`src/rtl/i2c_cmd_sequencer_if.sv`:
```
// Handshake bundle between the command sequencer and the byte-oriented
// I2C master: send/ready request side, done/status completion side.
interface i2c_cmd_sequencer_if;
  logic        i2c_send_o;
  logic [1:0]  i2c_nbytes_o;
  logic [23:0] i2c_data_o;
  logic        i2c_ready_i;
  logic        i2c_done_i;
  logic [2:0]  i2c_status_i;

  modport master (
    output i2c_send_o, i2c_nbytes_o, i2c_data_o,
    input  i2c_ready_i, i2c_done_i, i2c_status_i
  );

  modport slave (
    input  i2c_send_o, i2c_nbytes_o, i2c_data_o,
    output i2c_ready_i, i2c_done_i, i2c_status_i
  );
endinterface

```
`src/rtl/i2c_cmd_sequencer.sv`:
```
// Walks a command table and issues each entry to the I2C master,
// with delay entries, NACK retry with back-off, and done/error reporting.
module i2c_cmd_sequencer #(
  parameter int NUM_CMDS  = 64,
  parameter int MAX_RETRY = 3,
  parameter int RETRY_GAP = 1000,
  parameter int IDX_W     = 8
) (
  input  logic             clk_i,
  input  logic             rst_i,
  input  logic             start_i,
  output logic             busy_o,
  output logic             done_o,
  output logic             error_o,
  output logic [IDX_W-1:0] err_index_o,
  output logic [IDX_W-1:0] cmd_addr_o,
  input  logic [25:0]      cmd_data_i,
  i2c_cmd_sequencer_if.master bus
);
  localparam int RW = (MAX_RETRY > 0) ? $clog2(MAX_RETRY + 1) : 1;

  typedef enum logic [3:0] {
    IDLE, FETCH, LATCH, ISSUE, WAIT_DONE, CHECK,
    DELAY, BACKOFF, NEXT, DONE, ERROR
  } state_t;

  state_t           state, state_n;
  logic [IDX_W-1:0] idx, idx_n;
  logic [IDX_W-1:0] addr_n, eidx_n;
  logic [RW-1:0]    retry, retry_n;
  logic [23:0]      cnt, cnt_n;
  logic [23:0]      data, data_n;
  logic [1:0]       nb, nb_n;
  logic [2:0]       st, st_n, mask;
  logic             busy_n, done_n, err_n;

  assign bus.i2c_send_o   = (state == ISSUE) && bus.i2c_ready_i;
  assign bus.i2c_nbytes_o = nb;
  assign bus.i2c_data_o   = data;

  always_comb begin
    state_n = state;
    idx_n   = idx;
    addr_n  = cmd_addr_o;
    eidx_n  = err_index_o;
    retry_n = retry;
    cnt_n   = cnt;
    data_n  = data;
    nb_n    = nb;
    st_n    = st;
    busy_n  = busy_o;
    done_n  = 1'b0;
    err_n   = error_o;
    case (nb)
      2'd1:    mask = 3'b001;
      2'd2:    mask = 3'b011;
      default: mask = 3'b111;
    endcase
    case (state)
      IDLE, DONE, ERROR: begin
        if (start_i) begin
          idx_n   = '0;
          addr_n  = '0;
          retry_n = '0;
          err_n   = 1'b0;
          busy_n  = 1'b1;
          state_n = FETCH;
        end
      end
      FETCH: state_n = LATCH;
      LATCH: begin
        if (cmd_data_i[25:24] == 2'd0) begin
          cnt_n   = cmd_data_i[23:0];
          state_n = DELAY;
        end else begin
          nb_n    = cmd_data_i[25:24];
          data_n  = cmd_data_i[23:0];
          state_n = ISSUE;
        end
      end
      ISSUE: begin
        if (bus.i2c_ready_i) state_n = WAIT_DONE;
      end
      WAIT_DONE: begin
        if (bus.i2c_done_i) begin
          st_n    = bus.i2c_status_i;
          state_n = CHECK;
        end
      end
      CHECK: begin
        if ((st & mask) == mask) begin
          state_n = NEXT;
        end else if (retry < RW'(MAX_RETRY)) begin
          retry_n = retry + RW'(1);
          cnt_n   = 24'(RETRY_GAP);
          state_n = BACKOFF;
        end else begin
          eidx_n  = idx;
          err_n   = 1'b1;
          busy_n  = 1'b0;
          state_n = ERROR;
        end
      end
      // counter holds remaining cycles; a zero load still costs one cycle
      DELAY, BACKOFF: begin
        if (cnt <= 24'd1) begin
          cnt_n   = '0;
          state_n = (state == DELAY) ? NEXT : ISSUE;
        end else begin
          cnt_n = cnt - 24'd1;
        end
      end
      NEXT: begin
        retry_n = '0;
        if (idx == IDX_W'(NUM_CMDS - 1)) begin
          done_n  = 1'b1;
          busy_n  = 1'b0;
          state_n = DONE;
        end else begin
          idx_n   = idx + IDX_W'(1);
          addr_n  = idx + IDX_W'(1);
          state_n = FETCH;
        end
      end
      default: state_n = IDLE;
    endcase
  end

  always_ff @(posedge clk_i) begin
    if (rst_i) begin
      state       <= IDLE;
      idx         <= '0;
      cmd_addr_o  <= '0;
      err_index_o <= '0;
      retry       <= '0;
      cnt         <= '0;
      data        <= '0;
      nb          <= '0;
      st          <= '0;
      busy_o      <= 1'b0;
      done_o      <= 1'b0;
      error_o     <= 1'b0;
    end else begin
      state       <= state_n;
      idx         <= idx_n;
      cmd_addr_o  <= addr_n;
      err_index_o <= eidx_n;
      retry       <= retry_n;
      cnt         <= cnt_n;
      data        <= data_n;
      nb          <= nb_n;
      st          <= st_n;
      busy_o      <= busy_n;
      done_o      <= done_n;
      error_o     <= err_n;
    end
  end
endmodule

```
`src/flat_wrapper.sv`:
```
// flat-port wrapper written by rule: the top's interface ports become plain ports
module i2c_cmd_sequencer_flat 
#(
  parameter int NUM_CMDS  = 64,
  parameter int MAX_RETRY = 3,
  parameter int RETRY_GAP = 1000,
  parameter int IDX_W     = 8
)
  (clk_i, rst_i, start_i, busy_o, done_o, error_o, err_index_o, cmd_addr_o, cmd_data_i, bus_i2c_send_o, bus_i2c_nbytes_o, bus_i2c_data_o, bus_i2c_ready_i, bus_i2c_done_i, bus_i2c_status_i);
  i2c_cmd_sequencer_if bus_i ();
  input  logic clk_i;
  input  logic rst_i;
  input  logic start_i;
  output logic busy_o;
  output logic done_o;
  output logic error_o;
  output logic [IDX_W-1:0] err_index_o;
  output logic [IDX_W-1:0] cmd_addr_o;
  input  logic [25:0] cmd_data_i;
  output wire logic [$bits(bus_i.i2c_send_o)-1:0] bus_i2c_send_o;
  output wire logic [$bits(bus_i.i2c_nbytes_o)-1:0] bus_i2c_nbytes_o;
  output wire logic [$bits(bus_i.i2c_data_o)-1:0] bus_i2c_data_o;
  input wire logic [$bits(bus_i.i2c_ready_i)-1:0] bus_i2c_ready_i;
  input wire logic [$bits(bus_i.i2c_done_i)-1:0] bus_i2c_done_i;
  input wire logic [$bits(bus_i.i2c_status_i)-1:0] bus_i2c_status_i;
  assign bus_i2c_send_o = bus_i.i2c_send_o;
  assign bus_i2c_nbytes_o = bus_i.i2c_nbytes_o;
  assign bus_i2c_data_o = bus_i.i2c_data_o;
  assign bus_i.i2c_ready_i = bus_i2c_ready_i;
  assign bus_i.i2c_done_i = bus_i2c_done_i;
  assign bus_i.i2c_status_i = bus_i2c_status_i;
  i2c_cmd_sequencer #(.NUM_CMDS(NUM_CMDS), .MAX_RETRY(MAX_RETRY), .RETRY_GAP(RETRY_GAP), .IDX_W(IDX_W)) u_core (.clk_i(clk_i), .rst_i(rst_i), .start_i(start_i), .busy_o(busy_o), .done_o(done_o), .error_o(error_o), .err_index_o(err_index_o), .cmd_addr_o(cmd_addr_o), .cmd_data_i(cmd_data_i), .bus(bus_i));
endmodule
```
`config.mk`:
```
export PLATFORM = sky130hd
export DESIGN_NAME = i2c_cmd_sequencer_flat
export DESIGN_NICKNAME = d
export VERILOG_FILES = /design/src/rtl/i2c_cmd_sequencer_if.sv /design/src/rtl/i2c_cmd_sequencer.sv /design/src/flat_wrapper.sv
export SDC_FILE = /design/constraint.sdc
export NUM_CORES = 1
export LEC_CHECK = 0
export ABC_AREA = 1
export CAP_MARGIN = 0
export CORE_ASPECT_RATIO = 2
export CORE_MARGIN = 2
export CORE_UTILIZATION = 52
export DETAILED_ROUTE_END_ITERATION = 16
export GPL_ROUTABILITY_DRIVEN = 0
export PLACE_DENSITY_LB_ADDON = 0.15
export SETUP_SLACK_MARGIN = 0.15
export SLEW_MARGIN = 20
export SYNTH_ARGS = -nofsm -noshare
export SYNTH_HDL_FRONTEND = slang
export SYNTH_SLANG_ARGS = --single-unit
export TNS_END_PERCENT = 10
```
`constraint.sdc`:
```
create_clock -name clk_i -period 2.2 [get_ports clk_i]
set_clock_uncertainty 0.15 [all_clocks]
set_input_delay 0.22 -clock clk_i [delete_from_list [all_inputs] [get_ports clk_i]]
set_output_delay 0.22 -clock clk_i [all_outputs]
set_load 0.05 [all_outputs]
```
==> summary.md, run 1 <==
| Metric | Value |
|---|---|
| Via Count | `4598` |
| Critical Path Start Type | `register` |
| Dominant register cell in the synthesized netlist | `dfxtp_1` |
| Source-to-sink clock delay at the later pin of the worst-skew pair | `0.33 ns` |
| Critical path capture point type | `output port` |
| Minimum clock period after layout | `between 1.5 and 2 ns` |
| Worst endpoint required time | `1.83 ns` |
| Maxcap violations | `0` |
| CORE AREA | `about 0.008 sq mm` |
| Via-to-Cell Ratio | `roughly 5.5` |
| Remaining global-route overflow | `0` |
| Die area | `just under 0.009 sq mm` |
| Global-route wire length before repair | `slightly below 20 mm` |
| Power per cell area | `approximately 1500 mW/mm^2` |
| Count of mapped cells out of synthesis | `650` |
| Startpoint-to-endpoint class of the critical path | `register to output port` |
| Nets in the synthesized netlist | `689` |
| HPWL after DPL | `around 9 mm` |
| Total routed wirelength | `around 12 mm` |
| Status | `finished, final reports clean` |
| RSZ-0062 raised after global routing | `true` |
| Arrival time worst endpoint | `1.62 ns` |
| Largest area contributor in the netlist | `dfxtp_1` |
| Max-slew violation count | `0` |
| Number of DRC violations after detailed-routing iteration 0 | `between 200 and 300` |
| Number of antenna violations at the first check in global routing | `0` |
| Internal power component | `around 4.2 mW` |
| Proportion of layout cells with a drive suffix above 1 | `just under 9%` |
| Number of design rule violations left after detail routing | `0` |
| Largest delay share family, worst path | `buffers and inverters` |
| Fill cell total of the finished layout | `675` |
| Cell types occupying the most area after synthesis | `dfxtp_1 (37%), nand2_1 (16%), a21oi_1 (11%), nor2_1 (6.8%), nand3_1 (6.0%)` |
| Final-layout worst hold slack | `0.2919 ns` |
| Clock tree buffer depth | `2` |
| Number of setup buffers added after CTS | `0` |
| Antenna diode instance count | `0` |
| Compound-gate portion of the synthesized area | `about 17%` |
| Unique cell type count in the Yosys netlist | `28` |
| Avg Inst Size Synth | `around 6.4 sq um` |
| Clock buffer count from CTS | `9` |
| Number of H-tree levels | `3` |
| Synth Area in XOR/XNOR | `under 10%` |
| Final hold violation count | `0` |
| Net switching power | `3.747 mW` |
| Number of global-route vias before repair | `about 4500` |
| Overall die height | `between 100 and 150 um` |
| CTS clk-pin slew, worst paths | `0.06 ns` |
| Total of warnings raised by yosys | `0` |
| GRT Resource Usage Total | `around 29%` |
| Adder and majority cell fraction of the synthesized area | `1.498%` |
| CTS tree | `yes` |
| Sink Count | `78` |
| Count of standard-cell rows | `46` |
| Final layout net count | `approximately 770` |
| X dimension of the die | `67.36 um` |
| Proportion of power drawn by combinational gates | `53.0%` |
| Starting utilization of the core area | `between 50% and 60%` |
| Multiplexer area fraction after synthesis | `0%` |
| Synth top area share | `37.40%` |
| I/O pin count | `80` |
| Master cell of the clock root buffer | `clkbuf_16` |
| Worst hold path class | `register to register` |
| Sequential Power Share | `approximately a quarter` |
| Worst slew margin relative to its limit | `64.64%` |
| Peak supply drop | `~1.3 mV` |
| Slowest stage cell on the critical path | `clkdlybuf4s50_1` |
| Netlist Area Pre-Place | `roughly 0.0042 sq mm` |
| Critical-path cell list | `clkdlybuf4s50_1` |
| Largest stage delay on the critical path | `0.84 ns` |
| PnR Total Power | `roughly 8.0 mW` |
| Finish-stage setup viols | `0` |
| Max Clock Freq | `around 0.5 GHz` |
| Asr flop ratio synth | `0%` |
| Leakage Power | `approximately 2.3 nW` |
| Number of enable-type register cells in the synthesized netlist | `0` |
| Critical path fanouts, max | `6` |
| Routed wirelength normalized by instance count | `14.53 um` |
| Part of the power in the clock network | `between 20% and 30%` |
| Sw Share | `about 47%` |
| Number of flip-flops and latches in the synthesized netlist | `between 70 and 80` |
| Number of nets with antenna violations after routing | `0` |
| Final period util | `about nine tenths` |
| Combinational family with the most area after synthesis | `simple AND/OR/NAND/NOR gates` |
| Seq/Total Area, Yosys | `between 30 and 40%` |
| Area Overhead vs Synth | `30.21%` |
| CP bufs+invs | `1` |
| Iteration count of the initial detailed-routing pass | `6` |
| Basic-gate share of the synthesized area counting and, or, nand and nor cells | `roughly 34%` |
| Pin count of the biggest net entering global routing | `48` |
| Total Negative Setup Slacks | `0 ns` |
| Number of input and output port buffers inserted | `between 70 and 80` |
| Worst-margin pin slew | `0.5288 ns` |
[worst reg2reg max path, stage by stage, from the launching register on]
cell and delay, ns:
dfxtp_2 0.34, inv_1 0.04, ha_1 0.27, nand2_1 0.07
nand3_1 0.12, nand2_1 0.07, nand2_2 0.11, nand2_4 0.13
buf_4 0.23, a21oi_1 0.16, nand2_1 0.07, nand2_1 0.06
inv_1 0.03
[per-stage QoR]
stage	utilization, %	instances	worst slack [ns]	instance area [sq um]
after floorplan	-	650	0.1576	4183
after global placement	64.36	815	0.2541	5075
after detailed placement	64.36	815	0.2205	5075
after CTS	68.79	831	0.2133	5424
after global routing	68.95	831	0.1281	5436
final	68.95	831	0.2142	5436
[what timing repair did]
action,in CTS,in global routing
hold buffers,0,0
resized for setup,0,6
hold endpoints to repair,0,0
endpoints found under the setup margin,0,21
[sequential cells by signal (all words and copies together) (netlist names)]
name / count
u_core.bus.i2c_data_o: 24
u_core.cnt: 24
u_core.err_index_o: 8
u_core.idx: 8
u_core.state: 4
u_core.st: 3
u_core.bus.i2c_nbytes_o: 2
u_core.retry: 2
u_core.busy_o: 1
u_core.done_o: 1
u_core.error_o: 1
[cells by family after synthesis]
group | after synthesis
AO/OA/AOI/OAI | 139
buffers and inverters | 89
adder cells (fa/ha/maj) | 5
XOR/XNOR | 7
AND/OR/NAND/NOR | 332
flip-flops | 78
[per-layer routing]
metal / part of all wire (%) / routed length, um / vias to the layer above / GRT usage, %
li1: - / - / 2270 / -
met4: 4.9 / 596 / 0 / 17.53
met1: 35 / 4259 / 2081 / 29.45
met3: 4.9 / 597 / 52 / 5.479
met2: 55 / 6622 / 195 / 53.41
met5: 0 / 0 / - / 0
[cell usage after synthesis, types with 7 or more instances]
| cell type | count |
|---|---|
| a21oi_1 | 94 |
| buf_4 | 7 |
| clkbuf_1 | 9 |
| dfxtp_1 | 78 |
| inv_1 | 55 |
| inv_2 | 12 |
| nand2_1 | 176 |
| nand3_1 | 50 |
| nand4_1 | 8 |
| nor2_1 | 76 |
| o21ai_0 | 19 |
| o21ai_1 | 20 |
[cells in the final DEF, fill, tap and decap left out, drive strengths merged]
cell type        n
a21o             2
a21oi           95
buf             12
bufinv           3
clkbuf          11
clkdlybuf4s50   78
clkinv           1
clkinvlp         1
dfxtp           78
ha               5
inv             68
nand2          184
nand3           52
nand4            8
nor2            79
nor3             2
nor4             1
o21ai           39
o21bai           3
or2              6
xnor2            1
xor2             6
[area by class of cell]
class / instances / area, sq um / share of cell area [%]
clock buffer: 11 / 242.7 / 4.465
clock inverter: 5 / 106.4 / 1.956
inverter: 68 / 262.8 / 4.833
multi-input combinational: 483 / 2258 / 41.54
sequential: 78 / 1563 / 28.75
tap: 96 / 120.1 / 2.209
timing repair buffer: 90 / 883.3 / 16.25
[power by group through the flow]
| stage | clock [mW] | sequential, mW | combinational, mW |
|---|---|---|---|
| 2_1_floorplan | 0 | 2.30 | 2.73 |
| 3_3_place_gp | 0 | 2.04 | 3.98 |
| 3_5_place_dp | 0 | 2.05 | 4.08 |
| 4_1_cts | 1.74 | 2.02 | 4.11 |
| 5_1_grt | 1.79 | 2.07 | 4.67 |
| 6_report | 1.72 | 2.04 | 4.24 |
[path summary, 6_finish.rpt]
path,startpoint,end,slack [ns],depth (start not counted)
max,u_core.idx[3],cmd_addr_o[3],0.21,1
min,u_core.err_index_o[0],u_core.err_index_o[0],0.29,2
max reg2reg,u_core.bus.i2c_nbytes_o[1],u_core.cnt[4],0.27,12
min reg2reg,u_core.err_index_o[0],u_core.err_index_o[0],0.29,2
No activity file was read; power rests on OpenSTA's default activity.
==> run 2: changes to the inputs <==
--- a/config.mk
+++ b/config.mk
@@ -10,6 +10,7 @@
 export CORE_ASPECT_RATIO = 2
 export CORE_MARGIN = 2
 export CORE_UTILIZATION = 52
+export CTS_CLUSTER_DIAMETER = 120
 export DETAILED_ROUTE_END_ITERATION = 16
 export GPL_ROUTABILITY_DRIVEN = 0
 export PLACE_DENSITY_LB_ADDON = 0.15
==> results of run 2 <==
The final DEF is identical to that of run 1; final timing and power are the same.
==> run 3: changes to the inputs <==
--- a/config.mk
+++ b/config.mk
@@ -9,10 +9,11 @@
 export CAP_MARGIN = 0
 export CORE_ASPECT_RATIO = 2
 export CORE_MARGIN = 2
-export CORE_UTILIZATION = 52
+export CORE_UTILIZATION = 43
 export CTS_CLUSTER_DIAMETER = 120
 export DETAILED_ROUTE_END_ITERATION = 16
 export GPL_ROUTABILITY_DRIVEN = 0
+export HOLD_SLACK_MARGIN = 0.1
 export PLACE_DENSITY_LB_ADDON = 0.15
 export SETUP_SLACK_MARGIN = 0.15
 export SLEW_MARGIN = 20
==> run 3 against run 2 <==
  * Sequential share of layout area down 0.34 points
  * Clock power rose by 2%
  * Flip-flop and latch count unchanged
  * Critical path type unchanged
  * Highest routed layer unchanged
==> summary.md, run 3 (synthesized netlist as in run 1, its figures left out) <==
| Metric | Value |
|---|---|
| Count of standard-cell rows | `50 (+8.7%)` |
| Clock tree buffer depth | `2 (unchanged)` |
| Highest-count cells in the layout ignoring fill and taps | `nand2_1 (176), a21oi_1 (94), clkdlybuf4s50_1 (78)` |
| Worst hold path class | `register to register` |
| Minimum clock period after layout | `1.973 ns (-0.01310 ns)` |
| Final-layout worst hold slack | `0.2935 ns (+0.001593 ns)` |
| Finish-stage setup viols | `0 (unchanged)` |
| Number of design rule violations left after detail routing | `0 (unchanged)` |
| Register-to-Register Path Depth | `10 (-2)` |
| Number of setup buffers added after CTS | `0 (unchanged)` |
| RSZ-0062 raised after global routing | `true` |
| Slowest stage cell on the critical path | `clkdlybuf4s50_1` |
| Power per cell area | `1463 mW/mm^2 (-0.46%)` |
| Master cell of the clock root buffer | `clkbuf_16` |
| Largest delay share family, worst path | `buffers and inverters` |
| Number of DRC violations after detailed-routing iteration 0 | `237 (-19%)` |
| Remaining global-route overflow | `0 (unchanged)` |
| Maxcap violations | `0 (unchanged)` |
| Status | `finished, final reports clean` |
| Critical Path Start Type | `register` |
| Global-route wire length before repair | `19.62 mm (-0.80%)` |
| Crit Reg-Reg Endpoint | `u_core.cnt[9]` |
| Pin count of the biggest net entering global routing | `48 (unchanged)` |
| Worst-case register-to-register setup slack | `0.34 ns (+0.07 ns)` |
| Number of H-tree levels | `3 (unchanged)` |
| CTS clk-pin slew, worst paths | `0.06 ns (about the same)` |
| Sink Count | `78 (unchanged)` |
| HPWL after DPL | `8.959 mm (-0.82%)` |
| Overall die height | `143.4 um (+9.7%)` |
| Total Negative Setup Slacks | `0 ns (unchanged)` |
| Max-slew violation count | `0 (unchanged)` |
| Proportion of layout cells with a drive suffix above 1 | `9.227% (+0.38 points)` |
| Worst-margin pin slew | `0.5190 ns (-0.009805 ns)` |
| Critical path fanouts, max | `7 (+1)` |
| Launch point of the worst reg-to-reg path | `u_core.bus.i2c_nbytes_o[1]` |
| Arrival time worst endpoint | `1.60 ns (-0.02 ns)` |
| Most frequent standard cell in the layout excluding fill and tap cells | `nand2_1` |
| Total routed wirelength | `12.06 mm (-0.14%)` |
| Antenna diode instance count | `0 (unchanged)` |
| Die area | `0.01056 sq mm (+20%)` |
| Max Clock Freq | `0.5069 GHz (+0.66%)` |
| Pre-CTS setup slack | `0.1659 ns (-0.05456 ns)` |
| I/O pin count | `80 (unchanged)` |
| Final layout net count | `771 (+0.26%)` |
| Worst Setup EP | `cmd_addr_o[2]` |
| Final hold violation count | `0 (unchanged)` |
| PnR Total Power | `8.050 mW (+0.73%)` |
| CORE AREA | `0.009384 sq mm (+19%)` |
| Clock buffer count from CTS | `9 (unchanged)` |
| Iteration count of the initial detailed-routing pass | `6 (unchanged)` |
| Worst endpoint required time | `1.83 ns (about the same)` |
| GRT Resource Usage Total | `23.72% (-5.5 points)` |
| Critical path capture point type | `output port` |
| Worst Hold Launch | `u_core.err_index_o[6]` |
| Starting utilization of the core area | `44.49% (-8.5 points)` |
| Share of the core filled with cells in the final layout | `58.63% (-10 points)` |
| Routed wirelength normalized by instance count | `14.34 um (-1.3%)` |
| Leakage Power | `2.314 nW (+1.3%)` |
| CTS tree | `yes` |
| Via Count | `4459 (-3.0%)` |
| Number of antenna violations at the first check in global routing | `0 (unchanged)` |
| Via-to-Cell Ratio | `5.302 (-4.2%)` |
| Min setup slack post-route | `0.2273 ns (+0.01310 ns)` |
| Critical-path cell list | `clkdlybuf4s50_1` |
| Number of nets with antenna violations after routing | `0 (unchanged)` |
| Final period util | `89.67% (-0.60 points)` |
| Area Overhead vs Synth | `31.77%` |
| Worst slew margin relative to its limit | `65.29% (+0.66 points)` |
| Number of input and output port buffers inserted | `79 (unchanged)` |
| Number of logic stages on the critical path including buffering | `1 (unchanged)` |
| Number of global-route vias before repair | `4308 (-3.4%)` |
| Largest stage delay on the critical path | `0.84 ns (about the same)` |
| X dimension of the die | `73.68 um (+9.4%)` |
| Source-to-sink clock delay at the later pin of the worst-skew pair | `0.33 ns (about the same)` |
| CP bufs+invs | `1 (unchanged)` |
| Crit path from | `u_core.idx[2]` |
| Peak supply drop | `1.343 mV (+3.9%)` |
| Startpoint-to-endpoint class of the critical path | `register to output port` |
-- run 3: cell count changes in the layout (fill, tap and decap cells not counted) --
cell        delta
buf_12         +2
clkbuf_1       -1
clkinv_2       +1
clkinvlp_4     -1
inv_2          -1
inv_4          -1
inv_6          +2
inv_8          +1
nand3_1        -1
nand3_2        +1
nor2_1         +1
nor2_2         -1
-- run 3: metrics by stage --
step	std cells	instance area, sq um
2_1_floorplan	650	4183
3_3_place_gp	825	5112
3_5_place_dp	825	5112
4_1_cts	841	5468
5_1_grt	841	5502
6_report	841	5502
-- run 3: timing repair --
action | CTS | global route
setup endpoints to repair | 0 | 46
gates resized for setup | 0 | 12
hold endpoints to repair | 0 | 0
hold buffers | 0 | 0
-- run 3: worst min-delay path by stage --
stage	slack [ns]	depth (start not counted)	to
floorplan	0.21	2	u_core.bus.i2c_nbytes_o[1]
global placement	0.28	2	u_core.err_index_o[4]
detailed placement	0.29	2	u_core.err_index_o[0]
CTS	0.30	2	u_core.err_index_o[0]
global route	0.31	2	u_core.err_index_o[6]
finish	0.29	2	u_core.err_index_o[6]
-- run 3: layout make-up --
cell class / instances / area (sq um)
inverter: 68 / 269.0
fill: 893 / 3882
clock inverter: 6 / 116.4
timing repair buffer: 92 / 923.4
tap: 104 / 130.1
clock buffer: 10 / 239.0
sequential: 78 / 1563
multi-input combinational: 483 / 2261
-- run 3: worst reg2reg max path, delay by kind of cell, from the launching register on --
kind / cells / cell delay [ns]
AOI/OAI and AO/OA: 2 / 0.32
DFF: 1 / 0.33
buffers and inverters: 2 / 0.21
adders and majority gates: 1 / 0.27
and+or+nand+nor: 5 / 0.46
-- run 3: report_power, final --
group | internal, mW | total (mW) | switching, mW | leakage, nW
logic | 1.47 | 4.27 | 2.81 | 1.51
clock network | 1.15 | 1.76 | 0.608 | 0.174
registers | 1.71 | 2.02 | 0.309 | 0.633
-- run 3: per-layer routing --
layer  global-route usage [%]  vias up  share of wire [%]
met4                    14.26        0                4.1
met1                    24.54     2020                 37
li1                         -     2267                  -
met3                    3.857       37                3.9
met5                        0        -                  0
met2                    42.90      135                 55
